<file path="config.mk">
export PLATFORM = sky130hd
export DESIGN_NAME = piso_serializer
export DESIGN_NICKNAME = d
export VERILOG_FILES = /design/src/rtl/piso_serializer.sv
export SDC_FILE = /design/constraint.sdc
export NUM_CORES = 1
export LEC_CHECK = 0
export ABC_AREA = 1
export CAP_MARGIN = 10
export CORE_ASPECT_RATIO = 0.7
export CORE_MARGIN = 2
export CORE_UTILIZATION = 56
export CTS_CLUSTER_DIAMETER = 40
export CTS_CLUSTER_SIZE = 10
export DETAILED_ROUTE_END_ITERATION = 8
export PLACE_DENSITY = 0.85
export SETUP_SLACK_MARGIN = 0.1
export SYNTH_ARGS = -nofsm -noshare
export SYNTH_HDL_FRONTEND = slang
export SYNTH_SLANG_ARGS = --single-unit
</file>
<file path="constraint.sdc">
create_clock -name clk -period 4 [get_ports clk]
set_input_delay 0.8 -clock clk [delete_from_list [all_inputs] [get_ports clk]]
set_output_delay 0.8 -clock clk [all_outputs]
set_load 0.005 [all_outputs]
</file>
<file path="src/rtl/piso_serializer.sv">
// piso_serializer: valid/ready word loader driving an LSB-first serial stream, one bit per en strobe.
// Optional embedded assertions are compiled in when PISO_SERIALIZER_FORMAL_EN is defined.
module piso_serializer #(
  parameter int WIDTH = 32,
  localparam int CNT_W = $clog2(WIDTH)
) (
  input  logic             clk,
  input  logic             rstn,
  input  logic             in_valid,
  input  logic [WIDTH-1:0] in_data,
  output logic             in_ready,
  input  logic             en,
  output logic             dout,
  output logic             dout_valid,
  output logic             done
);

  typedef enum logic {IDLE, SHIFT} state_t;

  localparam logic [CNT_W-1:0] LAST = CNT_W'(WIDTH - 1);

  state_t           state, state_n;
  logic [WIDTH-1:0] sr, sr_n;
  logic [CNT_W-1:0] cnt, cnt_n;
  logic             done_n;
  logic             last_bit;

  assign last_bit   = (state == SHIFT) && en && (cnt == LAST);
  assign in_ready   = rstn && ((state == IDLE) || last_bit);
  assign dout       = sr[0];
  assign dout_valid = (state == SHIFT);

  // State, shift register, bit counter and done pulse registers.
  always_ff @(posedge clk) begin
    state <= state_n;
    sr    <= sr_n;
    cnt   <= cnt_n;
    done  <= done_n;
  end

  // Next-state: load on handshake, shift on en, reload or return to IDLE after the last bit.
  always_comb begin
    state_n = state;
    sr_n    = sr;
    cnt_n   = cnt;
    done_n  = 1'b0;
    if (!rstn) begin
      state_n = IDLE;
      sr_n    = '0;
      cnt_n   = '0;
    end else if (state == IDLE) begin
      if (in_valid) begin
        state_n = SHIFT;
        sr_n    = in_data;
        cnt_n   = '0;
      end
    end else if (en) begin
      if (cnt == LAST) begin
        done_n  = 1'b1;
        cnt_n   = '0;
        sr_n    = in_valid ? in_data : '0;
        state_n = in_valid ? SHIFT : IDLE;
      end else begin
        sr_n  = {1'b0, sr[WIDTH-1:1]};
        cnt_n = cnt + 1'b1;
      end
    end
  end

`ifdef PISO_SERIALIZER_FORMAL_EN
  logic after_reset;

  // Marks the first cycle out of reset so $past-based checks skip stale history.
  always_ff @(posedge clk) begin
    after_reset <= !rstn;
  end

  a_hold: assert property (@(posedge clk) disable iff (!rstn || after_reset)
    (!$past(en) && !$past(in_valid && in_ready)) |-> (sr == $past(sr)));

  a_shift: assert property (@(posedge clk) disable iff (!rstn || after_reset)
    $past((state == SHIFT) && en && (cnt != LAST)) |-> (sr == {1'b0, $past(sr[WIDTH-1:1])}));

  a_cnt: assert property (@(posedge clk) disable iff (!rstn || after_reset)
    cnt <= LAST);

  a_done: assert property (@(posedge clk) disable iff (!rstn || after_reset)
    !($past(done) && done));

  a_valid: assert property (@(posedge clk) disable iff (!rstn || after_reset)
    dout_valid == (state == SHIFT));

  // in_ready must stay low for the whole time reset is held.
  always_comb begin
    if (!rstn) a_rdy_rst: assert (!in_ready);
  end
`endif

endmodule
</file>
* After elaboration in Yosys (flattened, before gate mapping)
Index checks and enable logic that the tools add are counted.
Cells by class: bitwise gates (word level) 1, equality and inequality tests 2, mux-type cells 14, add/subtract/negate cells 1, reductions and logical operators 7
Operators with widths (count):
- $mux 32 | 5
- $mux 5 | 4
- $add 5x1->5 const B | 1
- $eq 5x5->1 const B | 1
- $mux 1 | 5
- $logic_and 1x1->1 | 3
- $reduce_and 3->1 | 1
- $ne 2x2->1 const B | 1
- $reduce_and 2->1 | 1
- $reduce_bool 2->1 | 1
- $logic_or 1x1->1 | 1
- $not 1->1 | 1
Word-level totals: input bits 36, output and inout bits 4, word-level logic and storage cells 29, register bits after elaboration 39

* Longest topological paths before layout
depth in word-level cells 4, gate-level depth with buffers 10, mapped depth without buffers 9

* Worst setup path after synthesis
Ideal clock, no wire load.
path kind register -> output, start point register cnt[0], end point output in_ready, cell stages (with the launch flop) 7, arrival time 1.118 ns, buffers on the path 0, required time 3.200 ns, slack 2.082 ns, cells stage by stage dfxtp_1 -> ha_1 -> nand2_1 -> nor2_1 -> ha_1 -> nand2_1 -> a21oi_1
On the way: word-level cells in the longest chain between the ends 4
RTL lines:
- from (decl) | line 24 | logic [CNT_W-1:0] cnt, cnt_n;
- from (signal assigned) | line 37 | cnt <= cnt_n;
- $eq 5x5->1 | line 28 | assign last_bit = (state == SHIFT) && en && (cnt == LAST);
- $logic_and 1x1->1 | line 28
- $logic_or 1x1->1 | line 29 | assign in_ready = rstn && ((state == IDLE) || last_bit);
- $logic_and 1x1->1 | line 29
- to (decl) | line 11 | output logic in_ready,
Every way passes these cells.

* Worst setup path in the final report
start point input en, end point output in_ready
On the way: word-level cells in the longest chain between the ends 4
RTL lines:
- from (decl) | line 12 | input logic en,
- $logic_and 1x1->1 (2 in series) | line 28
- $logic_or 1x1->1 | line 29
- $logic_and 1x1->1 | line 29
Every way passes these cells.

==> summary.txt <==
Status: complete, no violations
Post-route DRC: 0
Post-CTS Setup Bufs: 0
1st-iter DRT viols: 132
Root Buffer: clkbuf_8
Layout cells sized above 1: 32.30%
First-pass GRT wire length: 6.996 mm
Buffers on Ports: 39
Compound-Gate Fraction of Synth Area: 22.46%
Sequential share of the synthesized area: 37.28%
CTS H-tree depth: 2
CTS sink cnt: 39
Endpoints failing hold: 0
Die H: 55.17 um
Largest net degree at the start of global routing: 66
Critical path endpoint category: output pin
Placer Congestion: 0.7546
CTS buffer count: 5
WL met3: 177 um
Max Transition Viols Final: 0
Core footprint: 3558 um2
Final min period: 2.874 ns
Post-synthesis register bit count: 39
Relative max-transition margin: 51.05%
Critical path class: input port to output pin
Final setup skew: 0.007596 ns
Peak supply drop: 264.1 uV
Clock Path Buffers: 2
Fin crit share: 71.86%
GRT Resource Usage Total: 21.15%
Least-Margin Pin Slew: 0.7332 ns
Static leakage: 0.9242 nW
Area grow syn2layout: 20.73%
Max cap viols: 0
Syn_area_per_cell: 8.087 um2
DRT Wirelength: 4.231 mm
Hold Path Class: flip-flop to flip-flop
DR pass1 iterations: 4
Drt wl/cell: 12.41 um
Vias in the first global route: 1567
Synth top area cells: dfxtp_1 37%, a21oi_2 11%, nand3_1 8.1%
Hold buffer count at CTS: 0
Clk Latency, worst-skew pair: 0.29 ns
Worst-path fanout max: 3
Power, Total: 0.0008927 W
Via count: 1799
Clock transition at the registers of the reported paths: 0.07 ns
Final setup viols: 0
Antenna violations before repair: 0
Area share of the largest cell type after synthesis: 37.28%
Post-Syn Instances: 259
Metal2 WL: 1.917 mm
WP data required: 3.20 ns
Die width: 77.10 um
Largest family of logic cells by synthesized area: simple AND/OR/NAND/NOR gates
Hpwl dp: 2.733 mm
Nets@finish: 329
Simple-gate share of the synthesized area: 29.39%
Synth Area in XOR/XNOR: 0%
Netlist cell types: 23
Setup TNS: 0 ns
Total grt overflow: 0
CTS tree: yes
Cell Area, Synth: 2095 um2
Top routing layer used: met4
Placement Cell Area: 2444 um2
Syn Nets: 298
Layout Utilization: 71.06%
CP Launch Type: input port
Antenna Cells: 0
Worst setup margin: 1.126 ns
Area of all placed cells without fillers: 2529 um2
Post-synthesis adder-cell area fraction: 1.792%
# IOs: 40
Post-synthesis mux area share: 0%
PD cells: 353.0 nW/um2
Row cnt: 18
Post-CTS sizing: 0
Vias/cell: 5.276
Die area: 4253 um2
Initial core utilization: 58.86%
Max frequency: 347.9 MHz
Syn. warnings: 0
Place WS: 1.120 ns
Leading area contributor after synthesis: dfxtp_1
Antenna violation net count after detailed routing: 0
Met1 WL: 2.069 mm
RSZ-0062 raised after global routing: no
WP data arrival: 2.07 ns
==> state kept, by name, summed over array words and instances (netlist names) <==
register    cells
dout_valid      1
sr             32
cnt             5
done            1
==> path summary, 6_finish.rpt <==
path | cells after the start | slack, ns | end | start
min reg2reg | 2 | 0.48 | sr[31] | sr[31]
max | 4 | 1.13 | in_ready | en
min | 2 | 0.48 | sr[31] | sr[31]
max reg2reg | 9 | 1.70 | sr[6] | cnt[0]
==> through the flow <==
step	instances	hold WS, ns
finish	341	0.4773
global route	341	0.5161
CTS	341	0.4791
detailed placement	333	0.4694
global placement	333	0.4603
floorplan	259	0.4441
==> report_power, final <==
| part | switching (W) | internal [W] | total [W] |
|---|---|---|---|
| combinational | 0.000104 | 0.0000912 | 0.000195 |
| sequential | 0.0000205 | 0.000420 | 0.000441 |
| clock | 0.000135 | 0.000122 | 0.000257 |
| total | 0.000259 | 0.000633 | 0.000893 |
==> metal layers <==
metal  up-vias  track usage, %
li1        931               -
met1       824           26.32
met2        37           37.13
met3         7           4.708
met4         0           8.333
met5         -               0
==> worst max-delay path, stage by stage <==
cell and delay [ns]:
clkdlybuf4s50_1 0.53, nand2_1 0.10, a21oi_1 0.13, clkdlybuf4s50_1 0.52
==> Yosys cell counts <==
| master | number |
|---|---|
| nand2_1 | 25 |
| buf_12 | 2 |
| buf_8 | 2 |
| o21ai_0 | 10 |
| nor2_2 | 27 |
| o21ai_2 | 1 |
| clkbuf_1 | 6 |
| ha_1 | 3 |
| nand2_2 | 22 |
| buf_2 | 7 |
| nor2_1 | 6 |
| inv_2 | 3 |
| nand3_1 | 34 |
| o21ai_1 | 23 |
| a21oi_2 | 27 |
| nor3_1 | 1 |
| dfxtp_1 | 39 |
| inv_1 | 3 |
| inv_4 | 1 |
| nand4_1 | 1 |
| buf_6 | 3 |
| nand2_4 | 1 |
| a21oi_1 | 12 |
==> layout by cell type (no fill, tap or decap) <==
| cell type | netlist | final |
|---|---|---|
| dfxtp_1 | 39 | 39 |
| clkdlybuf4s50_1 | 0 | 39 |
| nand3_1 | 34 | 34 |
| a21oi_2 | 27 | 27 |
| nor2_2 | 27 | 27 |
| nand2_1 | 25 | 25 |
| o21ai_1 | 23 | 23 |
| nand2_2 | 22 | 22 |
| a21oi_1 | 12 | 12 |
| o21ai_0 | 10 | 10 |
| nor2_1 | 6 | 6 |
| clkbuf_8 | 0 | 5 |
| buf_4 | 0 | 4 |
| inv_1 | 3 | 3 |
| inv_2 | 3 | 3 |
| ha_1 | 3 | 3 |
| inv_4 | 1 | 1 |
| nand2_4 | 1 | 1 |
| o21ai_4 | 0 | 1 |
| nand4_1 | 1 | 1 |
| nor3_1 | 1 | 1 |
| clkinvlp_4 | 0 | 1 |
| clkinv_2 | 0 | 1 |
| clkbuf_1 | 6 | 1 |
| buf_12 | 2 | 1 |
==> logic make-up (layout without fill, tap and decap cells) <==
group,Yosys count,count (layout)
AOI/OAI and AO/OA,73,73
DFF,39,39
and+or+nand+nor,117,117
adders and majority gates,3,3
buffers and inverters,27,59
==> cell type report <==
type	instances	area (um2)
Multi-Input combinational cell	193	1131
Fill cell	341	1030
Sequential cell	39	780.7
Timing Repair Buffer	44	440.4
Clock buffer	6	72.57
Tap cell	50	62.56
Inverter	7	28.78
Clock inverter	2	12.51
Power figures use the tool's default switching activity.
